[src/rtl/regfile_mp_pkg.sv]
`default_nettype none
// ============================================================================
//  Module      : regfile_mp_pkg
//  Description : Shared widths, enable polarities, FSM state encoding and a
//                small index-width helper for the multi-port register file.
//  Revision    : 1.0  initial release
// ============================================================================
package regfile_mp_pkg;

    localparam int RDATA_WIDTH = 32;
    localparam int RADDR_WIDTH = 5;
    localparam int RNUM        = 32;
    localparam int ZERO_REG    = 0;

    localparam logic WRITE_ENABLE = 1'b1;
    localparam logic READ_ENABLE  = 1'b1;

    // Clear sequencer states
    typedef enum logic [0:0] {
        RF_CLEAR = 1'b0,
        RF_READY = 1'b1
    } rf_state_e;

    // Width needed to index n items; never below one bit
    function automatic int idx_width(input int n);
        return (n > 1) ? $clog2(n) : 1;
    endfunction

endpackage
`default_nettype wire

[src/rtl/regfile_wr_arb.sv]
`default_nettype none
// ============================================================================
//  Module      : regfile_wr_arb
//  Description : Write-port arbitration for one register address. Reports
//                whether any enabled port targets ADDR, which port wins
//                (highest index) and whether two or more ports collide.
//  Revision    : 1.0  initial release
// ============================================================================
module regfile_wr_arb
    import regfile_mp_pkg::*;
#(
    parameter int NUM_WR = 1,
    parameter int ADDR_W = RADDR_WIDTH,
    parameter int ADDR   = 1,
    parameter int IDX_W  = idx_width(NUM_WR)
) (
    input  logic [NUM_WR-1:0]        en,
    input  logic [NUM_WR*ADDR_W-1:0] waddr,
    output logic                     hit,
    output logic [IDX_W-1:0]         win,
    output logic                     conflict
);

    // Scan ports low to high so the last match (highest index) wins
    always_comb begin
        hit      = 1'b0;
        win      = '0;
        conflict = 1'b0;
        for (int k = 0; k < NUM_WR; k++) begin
            if (en[k] && (waddr[k*ADDR_W +: ADDR_W] == ADDR_W'(ADDR))) begin
                conflict = conflict | hit;
                hit      = 1'b1;
                win      = IDX_W'(k);
            end
        end
    end

endmodule
`default_nettype wire

[src/rtl/regfile_mp.sv]
`default_nettype none
// ============================================================================
//  Module      : regfile_mp
//  Description : Multi-port integer register file with write-to-read bypass,
//                highest-port-wins write arbitration with conflict pulse,
//                post-reset clear sequencer with ready flag and a registered
//                debug read port. Register 0 always reads as zero.
//  Revision    : 1.0  initial release
// ============================================================================
module regfile_mp
    import regfile_mp_pkg::*;
#(
    parameter int DATA_W         = RDATA_WIDTH,
    parameter int ADDR_W         = RADDR_WIDTH,
    parameter int NREGS          = RNUM,
    parameter int NUM_RD         = 2,
    parameter int NUM_WR         = 1,
    parameter int BYPASS         = 1,
    parameter int CLEAR_ON_RESET = 1
) (
    input  logic                     clk_i,
    input  logic                     rst_i,
    input  logic [NUM_WR-1:0]        we_i,
    input  logic [NUM_WR*ADDR_W-1:0] waddr_i,
    input  logic [NUM_WR*DATA_W-1:0] wdata_i,
    input  logic [NUM_RD-1:0]        re_i,
    input  logic [NUM_RD*ADDR_W-1:0] raddr_i,
    output logic [NUM_RD*DATA_W-1:0] rdata_o,
    output logic                     ready_o,
    output logic                     wr_conflict_o,
    input  logic [ADDR_W-1:0]        dbg_raddr_i,
    output logic [DATA_W-1:0]        dbg_rdata_o
);

    localparam int              c_idx_w  = idx_width(NUM_WR);
    localparam int              c_clr_w  = idx_width(NREGS);
    localparam logic [ADDR_W:0] c_nregs  = (ADDR_W+1)'(NREGS);
    localparam logic [ADDR_W-1:0] c_zero = ADDR_W'(ZERO_REG);

    rf_state_e           r_state;
    logic [c_clr_w-1:0]  r_clr_idx;
    logic                r_ready;
    logic                r_conflict;
    logic [DATA_W-1:0]   r_dbg_rdata;
    logic [DATA_W-1:0]   r_regs [NREGS];

    logic [NUM_WR-1:0]   w_wen;
    logic [DATA_W-1:0]   w_wdata [NUM_WR];
    logic [NREGS-1:0]    w_hit;
    logic [c_idx_w-1:0]  w_win [NREGS];
    logic [NREGS-1:0]    w_conf;

    // Writes are only honoured once the file is usable
    generate
        for (genvar k = 0; k < NUM_WR; k++) begin : g_wport
            assign w_wen[k]   = r_ready && (we_i[k] == WRITE_ENABLE);
            assign w_wdata[k] = wdata_i[k*DATA_W +: DATA_W];
        end
    endgenerate

    // One arbiter per writable register; the zero register never matches
    generate
        for (genvar r = 0; r < NREGS; r++) begin : g_reg
            if (r == ZERO_REG) begin : g_zero
                assign w_hit[r]  = 1'b0;
                assign w_win[r]  = '0;
                assign w_conf[r] = 1'b0;
            end else begin : g_arb
                regfile_wr_arb #(
                    .NUM_WR (NUM_WR),
                    .ADDR_W (ADDR_W),
                    .ADDR   (r),
                    .IDX_W  (c_idx_w)
                ) u_arb (
                    .en       (w_wen),
                    .waddr    (waddr_i),
                    .hit      (w_hit[r]),
                    .win      (w_win[r]),
                    .conflict (w_conf[r])
                );
            end
        end
    endgenerate

    // Clear sequencer: walk every register once, then declare the file ready
    always_ff @(posedge clk_i) begin
        if (rst_i) begin
            r_state   <= (CLEAR_ON_RESET != 0) ? RF_CLEAR : RF_READY;
            r_clr_idx <= '0;
            r_ready   <= 1'b0;
        end else begin
            case (r_state)
                RF_CLEAR: begin
                    if (r_clr_idx == c_clr_w'(NREGS - 1)) begin
                        r_state <= RF_READY;
                        r_ready <= 1'b1;
                    end else begin
                        r_clr_idx <= r_clr_idx + 1'b1;
                    end
                end
                RF_READY: r_ready <= 1'b1;
                default:  r_state <= RF_READY;
            endcase
        end
    end

    // Storage update: clear sweep while clearing, otherwise arbitrated writes
    always_ff @(posedge clk_i) begin
        if (!rst_i && (r_state == RF_CLEAR)) begin
            r_regs[r_clr_idx] <= '0;
        end else begin
            for (int r = 0; r < NREGS; r++) begin
                if (w_hit[r]) begin
                    r_regs[r] <= w_wdata[w_win[r]];
                end
            end
        end
    end

    // Conflict pulse and debug read, both one cycle behind their inputs
    always_ff @(posedge clk_i) begin
        if (rst_i) begin
            r_conflict  <= 1'b0;
            r_dbg_rdata <= '0;
        end else begin
            r_conflict <= |w_conf;
            if ((dbg_raddr_i == c_zero) || ({1'b0, dbg_raddr_i} >= c_nregs)) begin
                r_dbg_rdata <= '0;
            end else begin
                r_dbg_rdata <= r_regs[dbg_raddr_i];
            end
        end
    end

    // Read ports: gating first, then same-cycle forwarding, then storage
    generate
        for (genvar j = 0; j < NUM_RD; j++) begin : g_rport
            logic [ADDR_W-1:0] w_ra;
            logic [DATA_W-1:0] w_rd;

            assign w_ra = raddr_i[j*ADDR_W +: ADDR_W];

            // Combinational read mux for port j
            always_comb begin
                w_rd = '0;
                if ((w_ra == c_zero) || (re_i[j] != READ_ENABLE) || !r_ready ||
                    ({1'b0, w_ra} >= c_nregs)) begin
                    w_rd = '0;
                end else if ((BYPASS != 0) && w_hit[w_ra]) begin
                    w_rd = w_wdata[w_win[w_ra]];
                end else begin
                    w_rd = r_regs[w_ra];
                end
            end

            assign rdata_o[j*DATA_W +: DATA_W] = w_rd;
        end
    endgenerate

    assign ready_o       = r_ready;
    assign wr_conflict_o = r_conflict;
    assign dbg_rdata_o   = r_dbg_rdata;

endmodule
`default_nettype wire

[config.mk]
export PLATFORM = sky130hd
export DESIGN_NAME = regfile_mp
export DESIGN_NICKNAME = d
export VERILOG_FILES = /design/src/rtl/regfile_mp_pkg.sv /design/src/rtl/regfile_wr_arb.sv /design/src/rtl/regfile_mp.sv
export SDC_FILE = /design/constraint.sdc
export NUM_CORES = 2
export LEC_CHECK = 0
export ABC_AREA = 0
export ABC_CLOCK_PERIOD_IN_PS = 3100
export BUFFER_PORTS_ARGS = -buffer_cell sky130_fd_sc_hd__buf_2
export CORE_MARGIN = 4
export CORE_UTILIZATION = 50
export CTS_BUF_LIST = sky130_fd_sc_hd__clkbuf_8
export DETAILED_ROUTE_END_ITERATION = 8
export GPL_ROUTABILITY_DRIVEN = 0
export MAX_ROUTING_LAYER = met4
export PLACE_DENSITY = 0.69
export SYNTH_ARGS = -nofsm -noshare
export SYNTH_HDL_FRONTEND = slang
export SYNTH_SLANG_ARGS = --single-unit
[constraint.sdc]
create_clock -name clk_i -period 3.1 [get_ports clk_i]
set_clock_uncertainty 0.05 [all_clocks]
set_input_delay 0.31 -clock clk_i [delete_from_list [all_inputs] [get_ports clk_i]]
set_output_delay 0.31 -clock clk_i [all_outputs]
set_load 0.005 [all_outputs]
* Word level (Yosys, flattened, before mapping) *
Memory sizes are Yosys's and may differ from the RTL's. A register that Yosys moved wholly into a read port is not among the register bits.
Cells that the tools add are included.

storage, ports and cells
  register bits = 7
  memory bits (writable) = 1,024
  bits in read-only memories = 64
  output and inout port bits = 98
  word-level logic and storage cells = 364
  memories kept = 3

memories
  name              words  bits a word  rd ports  clocked after memory_dff  wr ports  RTL line           RTL
  r_regs            32     32           3         1                         1         regfile_mp.sv:45   logic [DATA_W-1:0] r_regs [NREGS];
  (name not given)  32     1            1         0                         0         regfile_mp.sv:150  w_rd = w_wdata[w_win[w_ra]];
  (name not given)  32     1            1         0                         0         regfile_mp.sv:150

operators by class
  add/sub/neg operators = 1
  order comparisons = 6
  equality and inequality tests = 33
  muxes and demuxes = 237
  bitwise operators = 6
  reductions and logical operators = 75

operators by type and width
  cell                   number
  $mux W32               37
  $reduce_or A32 Y1      31
  $mux W1                166
  $mux W5                31
  $eq A5 B5 Y1 const B   17
  $eq A5 B4 Y1 const B   8
  $logic_and A1 B1 Y1    33
  $eq A5 B3 Y1 const B   4
  $logic_not A5 Y1       3
  $ge A6 B6 Y1 const B   2
  $lt A5 B6 Y1 const B   2
  $not A5 Y6             2
  $bmux W1 S5            2
  $eq A5 B2 Y1 const B   2
  $add A5 B1 Y5 const B  1
  $eq A5 B1 Y1 const B   1
  $logic_or A1 B1 Y1     4
  $not A1 Y1             4
  $logic_not A1 Y1       2
  $lt A1 B1 Y1 const B   2
  $ne A2 B2 Y1 const B   1
  $pmux W1 S2            1
  $reduce_and A2 Y1      1
  $reduce_or A2 Y1       1

* Depth between registers and ports, before layout *
  depth after elaboration = 38
  gate-level depth with buffers = 10
  mapped depth without buffers = 7

* Cells and area by module *
A second synthesis with hierarchy kept.

unflattened totals
  cells, all modules = 4,433
  area, all modules = 61,964.4 um^2

by module, submodules not included
  module                                       times used  cells an instance  area each (um^2)
  regfile_mp                                   1           4,276              60,770.8
  regfile_wr_arb at g_reg[13].g_arb.u_arb ...  11          5                  40.0
  regfile_wr_arb at g_reg[12].g_arb.u_arb ...  10          5                  37.5
  regfile_wr_arb at g_reg[10].g_arb.u_arb ...  4           5                  42.5
  regfile_wr_arb at g_reg[11].g_arb.u_arb ...  4           5                  35.0
  regfile_wr_arb at g_reg[15].g_arb.u_arb      1           6                  35.0
  regfile_wr_arb at g_reg[31].g_arb.u_arb      1           6                  32.5

* Worst setup path after synthesis *
OpenSTA, ideal clock, no wires.

  path type = input-to-reg
  from = in waddr_i[0]
  to = mem r_regs[16][0] (netlist name) (enable)
  library setup time = 433 ps
  arrival = 2,743 ps
  data required time = 2,617 ps
  slack = -126 ps
  cell stages on the path = 5
  path buffers = 3
  path through = buf_2 > or3_1 > clkbuf_1 > clkbuf_1 > o22ai_1

on the way
  cells in the longest elaborated chain, start to end = 38
  elaborated cells on any way between the ends = 279

ends and longest elaborated chain
  what                                                                RTL line              RTL
  from (decl)                                                         regfile_mp.sv:24      input logic [NUM_WR*ADDR_W-1:0] waddr_i,
  $eq A5 B1 Y1                                                        regfile_wr_arb.sv:30  if (en[k] && (waddr[k*ADDR_W +: ADDR_W] == ADDR_W'(ADDR))) begin
  $logic_and A1 B1 Y1                                                 regfile_wr_arb.sv:30
  $mux W1                                                             regfile_wr_arb.sv:30
  $mux W1                                                             regfile_mp.sv:113     if (w_hit[r]) begin
  $mux W1                                                             regfile_mp.sv:109     if (!rst_i && (r_state == RF_CLEAR)) begin
  $mux W1 (not written as such)                                       regfile_mp.sv:114     r_regs[r] <= w_wdata[w_win[r]];
  $reduce_or A32 Y1 (no source line)                                  --
  $mux W5 (no source line) or $mux W1 (tied branches) (31 in series)  --
  to (decl)                                                           regfile_mp.sv:45

Parallel ways exist; a longest one is shown, timed or not.

* Worst setup path in the final report *
  from = reg r_ready, in the netlist ready_o
  to = out rdata_o[46]

on the way
  cells in the longest elaborated chain, start to end = 7
  elaborated cells on any way between the ends = 69

ends and longest elaborated chain
  what                           RTL line              RTL
  from (decl)                    regfile_mp.sv:42      logic r_ready;
  from (signal assigned)         regfile_mp.sv:90      r_ready <= 1'b0;
  from (signal assigned)         regfile_mp.sv:96      r_ready <= 1'b1;
  from (signal assigned)         regfile_mp.sv:101     RF_READY: r_ready <= 1'b1;
  $logic_and A1 B1 Y1            regfile_mp.sv:56      assign w_wen[k] = r_ready && (we_i[k] == WRITE_ENABLE);
  $logic_and A1 B1 Y1            regfile_wr_arb.sv:30
  $mux W1                        regfile_wr_arb.sv:30
  $bmux W1 S5                    regfile_mp.sv:149     end else if ((BYPASS != 0) && w_hit[w_ra]) begin
  $mux W1 (not written as such)  regfile_mp.sv:149
  $mux W32                       regfile_mp.sv:149
  $mux W32 (*)                   regfile_mp.sv:146     if ((w_ra == c_zero) || (re_i[j] != READ_ENABLE) || !r_ready ||
  to (decl)                      regfile_mp.sv:28      output logic [NUM_RD*DATA_W-1:0] rdata_o,

Every way passes the cells marked *; elsewhere a longest branch is shown, timed or not. The select of a mux whose other input is x is not followed.

==> run metrics <==
Max stage delay cell, worst path=or3b_4; drt first-iter violations=9,275; Worst Hold Class=primary input to flop; clk_lat worst skew=940 ps; final worst slack=-340 ps; CORE AREA=0.124 mm²; top post-synthesis cells by count=996 x and2_1, 992 x edfxtp_1, 695 x mux4_2; H-tree levels=4; Distinct cells, synth=64; Switching Power=7.92 mW; hold path cells=4; worst path required time=2740 ps; peak supply drop=0.387 mV; r2r worst-path depth=6; Synth top area share=a little under half; first-pass GRT wire length=roughly 350,000 µm; FF-to-FF setup slack=240 ps; slowest cell delay on critical path=440 ps; buffers added on ports=between 150 and 200; die area=0.131 mm²; synthesized instance count=about 4,300; Die Width=around 360 µm; IO Count=about 160; sequential share of the synthesized area=48.7%; number of synthesized register bits=just over 1,000; DRT Pass-1 Iters=9; period utilisation layout=111%; final hold vios=0; clock slew at reported path FFs=60 ps; sw frac=26.2%; max_cap viols=0; Total Nets Final=around 4,500; Yosys top cell by area=edfxtp_1; Pwr Density=~420 mW/mm²; CP Launch Type=flop; layout cells sized above 1=36.2%; CP Cell Sequence=and2b_4 > nand2_4 > or3b_4 > a21oi_4 > buf_12 > a32o_2 > buf_6; failing checks=negative setup slack; clock tree from TritonCTS=built; Static Leak=27.0 nW; post-layout min period=3440 ps; DP HPWL=150,000 µm; vias in the first global route=between 40,000 and 50,000; Clock Tree Root=clkbuf_8; Comb power frac=approximately a tenth; most common cell in the netlist=and2_1; Fill cells=9,324; relative max-transition margin=4.62%; EDFF count, synth=992; clock network fraction of total power=about two fifths; vias=47,400; total routed wirelength=roughly 260,000 µm; synth warn=0; worst setup path class=flop to output pin; Routed WL per cell=40.5 µm; Final Slew Violations=0; Arr. time, crit path=slightly above 3000 ps; placed cell area=approximately 0.068 mm²; initial antenna violation count=35; CP max FO=6; register share of total power=between 50% and 60%; Crit. End Element=output pin; Slew @ Worst Pin=1430 ps; setup TNS=-13,480 ps; outcome=finished with violations; RSZ-0062 raised after global routing=true; ys async rst share=0%; CTS sink cnt=~1,000; Final setup viols=64; Primary FF master, synth=edfxtp_1; Die Span Y=362 µm; Pint=~22 mW; cts bufs inserted=172; vias per cell=7.50; grt ovf=0; initial core utilization=50.5%; DRT antenna net count=0; Syn Nets=4,360; top post-synthesis cells by area=edfxtp_1 47%, mux4_2 25%, and2_1 9.9%; largest net degree at the start of global routing=75; Synth Area per Inst=~15 µm²; fin area=0.0722 mm²; row count=129; Max Root-Sink Buffers=3; Synth Cell Area=0.0627 mm²; max frequency=between 0.2 and 0.3 GHz; drt drc=0; overall global routing resource usage=39.7%; Area growth syn-to-layout=15.2%
-- sequential cells by signal, indices dropped and copies added (netlist names) --
signal and flops:
r_regs 992, dbg_rdata_o 32, r_clr_idx 5, r_state 1, ready_o 1
-- routing by layer --
layer	part of all wire [%]	routed length, µm	global-route usage [%]
met5	0	0	-
met4	7.2	18300	22.7
met3	18	46700	18.7
met2	41	105000	52.3
met1	33	85500	50.2
-- cells in the final DEF (no fill, tap or decap), drive strengths merged, types with 52 or more instances in the layout --
cell type	netlist	final
and2	996	996
edfxtp	992	992
mux4	695	695
buf	175	472
clkbuf	323	187
mux2i	154	154
mux2	121	121
o22ai	116	116
inv	39	103
o21ai	94	94
nand2	70	70
nor2	68	68
a221oi	63	63
diode	0	59
clkinv	1	55
a32o	52	52
-- worst paths after layout --
kind / start / endpoint
max: ready_o / rdata_o[46]
min: dbg_raddr_i[2] / dbg_rdata_o[2]
min reg2reg: r_clr_idx[1] / r_clr_idx[1]
max reg2reg: ready_o / r_regs[23][10]
-- power by group through the flow --
stage	Sequential (mW)	Clock, mW	Combinational (mW)
floorplan	15.4	0	1.63
global placement	15.4	0	2.73
detailed placement	15.4	0	2.74
CTS	15.1	12.1	2.79
global route	15.1	12.8	2.96
finish	15.1	12.1	2.92
-- kinds of logic (layout without fill, tap and decap cells) --
group                    after synthesis  count (layout)  share of synthesized area (%)
buffers and inverters                538             862                           3.70
multiplexers                         970             970                           29.6
other                                  1              60                        0.00598
adder cells (fa/ha/maj)                5               5                         0.0997
AND/OR/NAND/NOR                     1211            1211                           11.5
XOR/XNOR                              11              11                          0.166
flip-flops                          1031            1031                           48.7
AO/OA/AOI/OAI                        531             531                           6.18
-- worst max-delay path: cells and delay by family, from the launching register on --
family,cells,cell delay [ps]
buffers and inverters,2,360
AOI/OAI and AO/OA,2,670
and+or+nand+nor,3,750
DFF,1,330
-- final cells by class --
type                            count  area [µm²]  area share [%]
Inverter                           40         153           0.211
Clock inverter                    129         801            1.11
Antenna cell                       59         148           0.204
Tap cell                         1637        2050            2.84
Clock buffer                      183        2520            3.49
Timing Repair Buffer              510        5170            7.16
Sequential cell                  1031       30600            42.3
Multi-Input combinational cell   2729       30800            42.7
-- repair_timing --
action                                 CTS  global route
setup buffers                            7            12
gates resized for setup                 75            46
setup endpoints to repair               64            64
gates cloned                             3             4
hold buffers                            34             0
pin swaps                               19            24
endpoints found under the hold margin  942             0
-- per-stage QoR --
stage               setup slack, ps  hold slack, ps  util (%)  power, mW  std cells
finish                         -340             164      58.2       30.2       6318
detailed placement             88.1             489      54.6       18.2       5891
global route                   -333             142      58.1       30.9       6293
global placement               57.4             470      54.6       18.2       5891
CTS                            -327            67.6      57.8       30.1       6245
floorplan                      -126             450         -       17.0       4298
(Power assumes the default switching activity.)
